==> config.mk <==
export PLATFORM = sky130hd
export DESIGN_NAME = decoder_rr_arbiter
export DESIGN_NICKNAME = d
export VERILOG_FILES = /design/src/rtl/decoder_rr_arbiter.sv
export SDC_FILE = /design/constraint.sdc
export NUM_CORES = 1
export LEC_CHECK = 0
export CORE_AREA = 3 3 53 55
export DETAILED_ROUTE_END_ITERATION = 16
export DIE_AREA = 0 0 56 58
export DONT_BUFFER_PORTS = 1
export PLACE_DENSITY = 0.52
export SYNTH_ARGS = -nofsm -noshare
export SYNTH_HDL_FRONTEND = slang
export SYNTH_SLANG_ARGS = --single-unit
==> constraint.sdc <==
create_clock -name clk -period 4.9 [get_ports clk]
set_clock_uncertainty 0.2 [all_clocks]
set_input_delay 0.735 -clock clk [delete_from_list [all_inputs] [get_ports clk]]
set_output_delay 0.735 -clock clk [all_outputs]
set_load 0.02 [all_outputs]
==> src/rtl/decoder_rr_arbiter.sv <==
// Round-robin arbiter for four requesters. The grant is presented as a registered
// decoder enable/address pair (E, A) plus a one-hot gnt, and tenure is bounded by MAX_HOLD.
module decoder_rr_arbiter #(
  parameter int unsigned MAX_HOLD = 4
) (
  input  logic       clk,
  input  logic       nrst,
  input  logic [3:0] req,
  input  logic       done,
  output logic       E,
  output logic [1:0] A,
  output logic [3:0] gnt,
  output logic       busy
);

  typedef enum logic {IDLE = 1'b0, GRANT = 1'b1} state_t;

  localparam logic [3:0] HOLD_LAST = 4'(MAX_HOLD - 1);

  state_t     state_q, state_d;
  logic [1:0] a_q, a_d;
  logic [1:0] last_q, last_d;
  logic [3:0] hold_q, hold_d;
  logic [3:0] gnt_q, gnt_d;

  logic [3:0] others;
  logic [3:0] scan_src;
  logic [1:0] scan_idx;
  logic [1:0] sel;
  logic       sel_vld;
  logic       timeout;
  logic       release_ev;

  assign others     = req & ~(4'b0001 << a_q);
  assign timeout    = (hold_q == HOLD_LAST) && (others != 4'b0000);
  assign release_ev = done || !req[a_q] || timeout;

  // Rotating-priority scan starting one past the last grantee. While granted, the
  // current owner is masked out, so the scan only finds a different requester.
  always_comb begin
    scan_src = (state_q == GRANT) ? others : req;
    scan_idx = last_q;
    sel      = last_q;
    sel_vld  = 1'b0;
    for (int k = 1; k <= 4; k++) begin
      scan_idx = last_q + 2'(k);
      if (!sel_vld && scan_src[scan_idx]) begin
        sel     = scan_idx;
        sel_vld = 1'b1;
      end
    end
  end

  always_comb begin
    state_d = state_q;
    a_d     = a_q;
    last_d  = last_q;
    hold_d  = hold_q;
    case (state_q)
      IDLE: begin
        if (sel_vld) begin
          state_d = GRANT;
          a_d     = sel;
          last_d  = sel;
          hold_d  = 4'd0;
        end
      end
      GRANT: begin
        if (release_ev) begin
          hold_d = 4'd0;
          if (sel_vld) begin
            a_d    = sel;
            last_d = sel;
          end else begin
            state_d = IDLE;
          end
        end else if (hold_q != HOLD_LAST) begin
          hold_d = hold_q + 4'd1;
        end
      end
      default: state_d = IDLE;
    endcase
    gnt_d = (state_d == GRANT) ? (4'b0001 << a_d) : 4'b0000;
  end

  always_ff @(posedge clk or negedge nrst) begin
    if (!nrst) begin
      state_q <= IDLE;
      a_q     <= 2'b00;
      last_q  <= 2'b11;
      hold_q  <= 4'd0;
      gnt_q   <= 4'b0000;
    end else begin
      state_q <= state_d;
      a_q     <= a_d;
      last_q  <= last_d;
      hold_q  <= hold_d;
      gnt_q   <= gnt_d;
    end
  end

  assign E    = (state_q == GRANT);
  assign busy = (state_q == GRANT);
  assign A    = a_q;
  assign gnt  = gnt_q;

endmodule

# == After elaboration in Yosys (flattened, before gate mapping) ==
# Index checks and enable logic that the tools add are counted.
# Widths: inputs -> output; s select.
# word_totals
word_cells,69
memories,0
in_bits,7
output_inout_bits,8
ramBits,0
rom_bits,0
register_bits,13
latchBits,0
# op_classes
mux,33
n_mul,0
addsub,4
magnitude_cmp,5
n_eq_ne,5
bitwise,3
div,0
shift,2
reduce_logical,12
# op_table
operator,n
$mux 4,5
$mux 2,8
$lt 2x3->1 const B,5
$mux 1,11
$bmux 1 s2,5
$pmux 2 s2,2
$pmux 4 s2,1
$shl 1x2->4 const A,2
$add 2x2->2 const B,2
$add 4x1->4 const B,1
$and 4x4->4,1
$eq 4x2->1 const B,1
$logic_and 1x1->1,4
$logic_not 1->1,4
$ne 4x2->1 const B,1
$not 4->4,1
$reduce_bool 4->1,1
$ne 3x1->1 const B,1
$add 2x1->2 const B,1
$logic_or 1x1->1,2
$ne 2x1->1 const B,1
$ne 2x2->1 const B,1
$pmux 1 s2,1
$reduce_and 2->1,1
$not 1->1,1

# == Longest topological paths before layout ==
# Gate-level depths: netlist of the first run.
# logic_depth
ltp_word,21
depth_mapped,7

# == Worst setup path after synthesis of the first run ==
# OpenSTA, ideal clock, no wires.
# synth_timing
path_type,input -> register
start,input port req[0]
end,register gnt_q[0] (netlist: gnt[0])
path_buffers,2
slack_ps,2518
setup_ps,110
path_stages,7
t_arrival_ps,2072
required_ps,4590
cell_sequence,buf_6 > or2_1 > o41a_1 > a21o_1 > buf_6 > or3_1 > o41ai_1
# synth_via
elab_chain_cells,19
word_cells_on_any_way,39
cone_classes,1 x shift; 26 x mux; 1 x bitwise; 11 x reduce/logical
# synth_lines
item,line,rtl
"start, declared",8,"input logic [3:0] req,"
$and 4x4->4,34,assign others = req & ~(4'b0001 << a_q);
$mux 4,41,scan_src = (state_q == GRANT) ? others : req;
$bmux 1 s2,47,if (!sel_vld && scan_src[scan_idx]) begin
$mux 1 (not written as such),47,
$mux 1,47,
$logic_not 1->1,47,
$logic_and 1x1->1,47,
$mux 1,47,
[4 not listed],--,
$logic_and 1x1->1,47,
$mux 2 / $mux 1 (equally long branches),47,
$mux 2,"61, 71",
$mux 2,69,if (release_ev) begin
$pmux 2 s2,59,case (state_q)
$shl 1x2->4,83,gnt_d = (state_d == GRANT) ? (4'b0001 << a_d) : 4'b0000;
$mux 4 (*),83,
named net gnt_d[0],24,"logic [3:0] gnt_q, gnt_d;"
"end signal, assigned",98,gnt_q <= gnt_d;
"end, declared",24,
# Mark *: on every way through the listed nets, which the timed path passes. The rest lies on a longest branch. The select of a mux whose other input is x is not followed.
# A chain may end at the register's enable or synchronous reset.

# == Worst setup path in the final report of the first run ==
# layout_timing
start,register a_q[0] (netlist: A[0])
end,register a_q[0] (netlist: A[0])
# layout_via
elab_chain_cells,19
word_cells_on_any_way,36
cone_classes,1 x shift; 22 x mux; 2 x bitwise; 11 x reduce/logical
# layout_lines
item,line,rtl
"start, declared",21,"logic [1:0] a_q, a_d;"
"start signal, assigned",89,a_q <= 2'b00;
"start signal, assigned",95,a_q <= a_d;
$shl 1x2->4,34,
$not 4->4,34,
$and 4x4->4,34,
$mux 4,41,
$bmux 1 s2,47,
$mux 1 (not written as such),47,
$mux 1,47,
$logic_not 1->1,47,
[4 not listed],--,
$mux 1,47,
$logic_not 1->1,47,
$logic_and 1x1->1,47,
$mux 2 / $mux 1 (equally long branches),47,
$mux 2,"61, 71",
$mux 2,69,
$pmux 2 s2 (*),59,
named net a_d[0],21,
# Marks and branches as above.

==> summary.md, run 1 <==
| Metric | Value |
|---|---|
| Status | `finished clean` |
| Clock slew at reported path FFs | `80 ps` |
| CP Max Fanout | `18` |
| Fin nets | `102` |
| Unrepaired setup endpoints after global routing | `false` |
| #FFs+latches synth | `13` |
| Fmax | `390.1 MHz` |
| Relative slew slack | `54.29%` |
| Routed WL per cell | `16.33 µm` |
| Post-synthesis mux area share | `8.625%` |
| Netlist cell types | `48` |
| Crit-path leading delay family | `multiplexers` |
| Reg2reg path depth | `5` |
| Syn nets | `105` |
| Initial antenna violation count | `0` |
| Ranking of synthesized cells by area | `dfrtp_1 30%, dfstp_2 5.7%, mux2_2 3.6%, a21oi_1 3.2%, mux4_1 2.8%` |
| WP data required | `4860 ps` |
| ANT cells | `0` |
| ANT nets after route | `0` |
| Final period utilization | `52.32%` |
| Finish-stage setup viols | `0` |
| Endpoints failing hold | `0` |
| Clk sinks | `13` |
| Synth Area in Compound Gates | `25.74%` |
| P&R area growth vs syn | `1.483%` |
| Final core utilization | `38.73%` |
| Initial core utilization | `38.17%` |
| Max H-tree Level | `1` |
| Largest net degree at the start of global routing | `19` |
| Placed instance area | `905.9 µm²` |
| Capturing point of the worst reg2reg path | `A[0]` |
| Post-synth top cells | `11 x dfrtp_1, 6 x a21oi_1, 5 x nand2_1, 4 x inv_1, 4 x o21ai_0` |
| Worst Path Class, Setup | `reg2reg` |
| Rows | `18` |
| CTS tree | `done` |
| Most used DFF post-synth | `dfrtp_1` |
| # IOs | `15` |
| Pins Over Slew Limit | `0` |
| Crit path to | `A[0]` |
| Yosys top cell area share | `29.65%` |
| Drc violations | `0` |
| Total GRT Usage | `13.47%` |
| Final Wtd Congestion | `0.8011` |
| Main combinational cell family by area after synthesis | `compound AO/OA/AOI/OAI gates` |
| Pleak | `0.0003864 µW` |
| Synth Instances | `97` |
| Worst setup path startpoint | `A[0]` |
| Vias | `775` |
| Number of buffers and inverters on the critical path | `0` |
| CP arrival | `2520 ps` |
| Actual slew at the worst max-slew pin | `685.7 ps` |
| Core area | `2432 µm²` |
| Vias in the first global route | `700` |
| Synth Area in Simple Gates | `19.95%` |
| CP Capture Type | `register` |
| Warnings, synthesis | `0` |
| Hold Path Class | `in2async` |
| Post-CTS Setup Inserts | `0` |
| Post-synth EDFFs | `0` |
| Layout cell share with drive strength beyond 1 | `13.98%` |
| DR vias/cell | `6.301` |
| Die Height | `58 µm` |
| Post-Syn Area | `928.4 µm²` |
| Total gr overflow | `0` |
| Post-route cell area | `942.2 µm²` |
| Reg2reg setup slack | `2340 ps` |
| Crit path cell chain | `mux4_1, nand3b_1, a21oi_2, nor2_2, mux2_2` |
| Register area share after synthesis | `35.31%` |
| Most common cell in the netlist | `dfrtp_1` |
| Die Wd | `56 µm` |
| Async S/R FF share, synth | `100.0%` |
| First-pass GRT wire length | `3.443 mm` |
| Port Buffer Count | `0` |
| Post-DP HPWL | `1.429 mm` |
| CP peak stage delay | `790 ps` |
| Synth area leader | `dfrtp_1` |
| Die footprint | `3248 µm²` |
| Worst ir drop on vdd | `312.3 µV` |
| Fin crit period | `2564 ps` |
| WL final | `2.008 mm` |
| DR pass1 iterations | `4` |
| Clk Latency, worst-skew pair | `270 ps` |
| Worst r2r src | `A[0]` |
| Num CTS Buffers | `3` |
| Slowest-stage cell, CP | `dfrtp_1` |
| Stages on the worst setup path | `5` |
| Total of max-cap violations | `0` |
| Fin Hold WS | `98.02 ps` |
| CP Launch Type | `register` |
| Total negative slack | `0 ps` |
| CTS max path bufs | `2` |
| Clock root cell | `clkbuf_4` |
| Initial drt markers | `24` |
| Adder-cell area share of the yosys netlist | `1.348%` |
| Syn avg cell area | `9.571 µm²` |
| Synth Area in XOR/XNOR | `0.9434%` |
| PD cells | `613.4 nW/µm²` |
==> worst min-delay path by stage <==
stage,end,slack (ps),startpoint
after floorplan,A[0],240,nrst
after global placement,hold_q[1],240,nrst
after detailed placement,hold_q[3],240,nrst
after CTS,last_q[0],100,nrst
after global routing,last_q[1],70,nrst
final,last_q[1],100,nrst
==> state kept, by name, summed over array words and instances, names as in the netlist <==
| name | count |
|---|---|
| last_q | 2 |
| gnt | 4 |
| A | 2 |
| hold_q | 4 |
| E | 1 |
==> worst register-to-register path, stage by stage (launching register included) <==
cell,delay (ps)
dfrtp_1,790
mux4_1,630
nand3b_1,150
a21oi_2,110
nor2_2,220
mux2_2,350
==> power breakdown <==
group          total, µW  internal, µW  switching, µW
Combinational        252           122            130
Sequential           261           152            109
Clock               64.9          31.5           33.4
==> logic make-up after synthesis <==
kind of cell | Yosys count
compound gates | 33
flops | 13
simple gates | 30
xor+xnor | 1
mux | 6
fa+ha+maj | 1
buf+inv | 13
==> final cells by class <==
| type | count | area, µm² |
|---|---|---|
| clock buffers | 4 | 26.28 |
| fillers | 254 | 1490 |
| inverters | 4 | 15.01 |
| multi-input cells | 71 | 525.5 |
| flip-flops and latches | 13 | 327.8 |
| well taps | 30 | 37.54 |
| repair buffers | 1 | 10.01 |
==> timing repair <==
item / CTS / global route
resized for setup: 0 / 0
hold buffers: 1 / 0
hold endpoints to repair: 11 / 0
==> metal layers <==
layer / vias to the layer above / GRT usage, % / wire length [µm]
met3: 4 / 3.786 / 126
met5: - / 0 / 0
met2: 25 / 19.53 / 855
met1: 378 / 18.65 / 987
li1: 368 / - / -
met4: 0 / 6.102 / 38
==> placed cells by master, fill, tap and decap left out, types with 2 or more instances in the layout <==
cell | synthesis | layout
nand2_1 | 5 | 5
o41ai_1 | 2 | 2
a21oi_1 | 6 | 6
nor3b_1 | 2 | 2
dfstp_2 | 2 | 2
nand2b_1 | 2 | 2
mux2_2 | 3 | 3
nor3_1 | 2 | 2
dfrtp_1 | 11 | 11
a41o_1 | 2 | 2
clkbuf_4 | 0 | 3
mux2i_1 | 2 | 2
o211ai_1 | 2 | 2
nand3b_1 | 3 | 3
nand3_1 | 3 | 3
a31oi_1 | 2 | 2
nor2_1 | 3 | 3
o21ai_0 | 4 | 4
inv_1 | 4 | 4
o31ai_1 | 2 | 2
a21o_1 | 2 | 2
==> metrics by stage <==
step / instances / setup WS [ps] / power [µW]
6_report: 123 / 2336 / 577.9
5_1_grt: 123 / 2182 / 628.6
4_1_cts: 123 / 2334 / 578.3
3_5_place_dp: 118 / 2337 / 511.9
3_3_place_gp: 118 / 2389 / 508.0
2_1_floorplan: 97 / 2518 / 477.4
Power figures use the tool's default switching activity.
==> run 2: changes to the inputs <==
Clock period 4.9 ns to 2.37 ns, I/O delays scaled along.
==> run 2 against run 1 <==
Sequential share of layout area shrank 2.0 points. Sequential power grew 82%. Cell area grew 6.1%. Critical path type unchanged.
==> summary.md, run 2 (synthesis results as in run 1) <==
| Metric | Value |
|---|---|
| Clock power frac | `10.4%` |
| Initial drt markers | `25` |
| ANT cells | `0` |
| Vias in the first global route | `811` |
| CP peak stage delay | `650 ps` |
| Endpoints failing hold | `0` |
| Reg2reg path depth | `5` |
| Die Height | `58 µm` |
| Vias | `803` |
| Fin crit period | `2227 ps` |
| Capturing point of the worst reg2reg path | `gnt[0]` |
| Routed WL per cell | `16.43 µm` |
| First-pass GRT wire length | `3.732 mm` |
| Pins Over Slew Limit | `0` |
| # IOs | `15` |
| PD cells | `1282 nW/µm²` |
| Fin nets | `109` |
| Internal power | `695.5 µW` |
| Comb pwr share | `52.4%` |
| Actual slew at the worst max-slew pin | `684.3 ps` |
| Total negative slack | `0 ps` |
| Crit path cell chain | `inv_1, o41a_1, a21o_1, or3_1, o41ai_1` |
| Total GRT Usage | `14.37%` |
| Hold Crit Endpoint | `hold_q[3]` |
| Worst ir drop on vdd | `556.5 µV` |
| Clock root cell | `clkbuf_4` |
| Dpl ws | `69.70 ps` |
| Setup WS post-layout | `143.1 ps` |
| Clk Latency, worst-skew pair | `270 ps` |
| Layout cell share with drive strength beyond 1 | `21.00%` |
| Final Wtd Congestion | `0.7992` |
| Rows | `18` |
| Drc violations | `0` |
| Port Buffer Count | `0` |
| Register share of total power | `37.2%` |
| Pleak | `0.0004176 µW` |
| Total gr overflow | `0` |
| Num CTS Buffers | `3` |
| DR pass1 iterations | `5` |
| Worst Path Class, Setup | `reg2reg` |
| Initial antenna violation count | `0` |
| Initial core utilization | `38.17%` |
| CTS max path bufs | `2` |
| Clk sinks | `13` |
| WL final | `2.136 mm` |
| Finish-stage setup viols | `0` |
| Clock slew at reported path FFs | `80 ps` |
| Max H-tree Level | `1` |
| CTS tree | `done` |
| CP arrival | `2180 ps` |
| Die footprint | `3248 µm²` |
| Hold Path Stages | `3` |
| Core area | `2432 µm²` |
| Final period utilization | `93.96%` |
| CP Capture Type | `register` |
| Reg2reg setup slack | `140 ps` |
| Worst r2r src | `A[1]` |
| Commonest non-fill, non-tap cells in the layout | `11 x dfrtp_1, 7 x buf_4, 6 x a21oi_1` |
| Largest net degree at the start of global routing | `18` |
| Die Wd | `56 µm` |
| Hold Path Class | `in2reg` |
| CP Launch Type | `register` |
| Fmax | `449.0 MHz` |
| DR vias/cell | `6.177` |
| Post-DP HPWL | `1.614 mm` |
| Slowest-stage cell, CP | `dfrtp_1` |
| Status | `finished clean` |
| Sw Ratio | `45.72%` |
| Commonest non-fill, non-tap cell in the layout | `dfrtp_1` |
| WP data required | `2320 ps` |
| Net Sw Power | `585.8 µW` |
| Hold Crit Start | `req[1]` |
| Unrepaired setup endpoints after global routing | `false` |
| P&R area growth vs syn | `7.682%` |
| Total of max-cap violations | `0` |
| ANT nets after route | `0` |
| Relative slew slack | `53.90%` |
| CP Max Fanout | `17` |
==> run 2: cell count changes in the layout (fill, tap and decap cells not counted) <==
cell     delta
o31ai_2     +1
o31ai_1     -1
buf_4       +7
==> run 2: metrics by stage <==
stage / std cells / hold slack (ps) / area [µm²] / util, % / total power [µW]
after floorplan: 97 / -140.1 / 928.4 / - / 987.0
after global placement: 125 / -139.7 / 958.4 / 39.40 / 1125
after detailed placement: 125 / -139.7 / 958.4 / 39.40 / 1139
after CTS: 130 / 180.2 / 994.7 / 40.90 / 1280
after global routing: 130 / 198.8 / 999.7 / 41.10 / 1391
final: 130 / 185.2 / 999.7 / 41.10 / 1281
==> run 2: layout make-up <==
type                    instances  area (µm²)
inverters                       4       15.01
well taps                      30       37.54
fillers                       256        1433
clock buffers                   4       26.28
flip-flops and latches         13       327.8
multi-input cells              71       530.5
repair buffers                  8       62.56
==> run 2: critical path: cells and delay by family, from the launching register on <==
kind / cells / cell delay [ps]
AND/OR/NAND/NOR: 1 / 340
AO/OA/AOI/OAI: 3 / 790
flip-flops: 1 / 650
buffers and inverters: 1 / 120
==> run 2: worst max-delay path by stage <==
stage                end  startpoint  cells past startpoint
6_report          gnt[0]        A[1]                      5
5_1_grt        hold_q[3]        A[1]                      6
4_1_cts             A[0]        A[1]                      5
3_5_place_dp        A[0]        A[1]                      5
3_3_place_gp        A[0]        A[1]                      5
2_1_floorplan       A[0]        A[0]                      6
==> run 2: what timing repair did <==
action                                 in CTS  in global routing
hold buffers                                1                  0
buffers inserted                            0                  0
setup endpoints to repair                   0                  7
endpoints found under the hold margin      13                  0
gates resized for setup                     0                  1
==> run 2: routing by layer <==
metal / part of all wire [%] / global-route usage [%] / vias to the layer above / wire (µm)
met1: 47 / 18.37 / 395 / 995
met2: 45 / 22.87 / 23 / 966
met3: 6.4 / 4.232 / 6 / 137
met4: 1.7 / 5.763 / 0 / 36
met5: 0 / 0 / - / 0
li1: - / - / 379 / -
==> run 2: power groups by stage <==
stage	clock, µW	sequential (µW)	combinational (µW)
detailed placement	0	480	659
global route	154	491	747
floorplan	0	416	571
finish	133	476	672
CTS	137	477	666
global placement	0	475	651
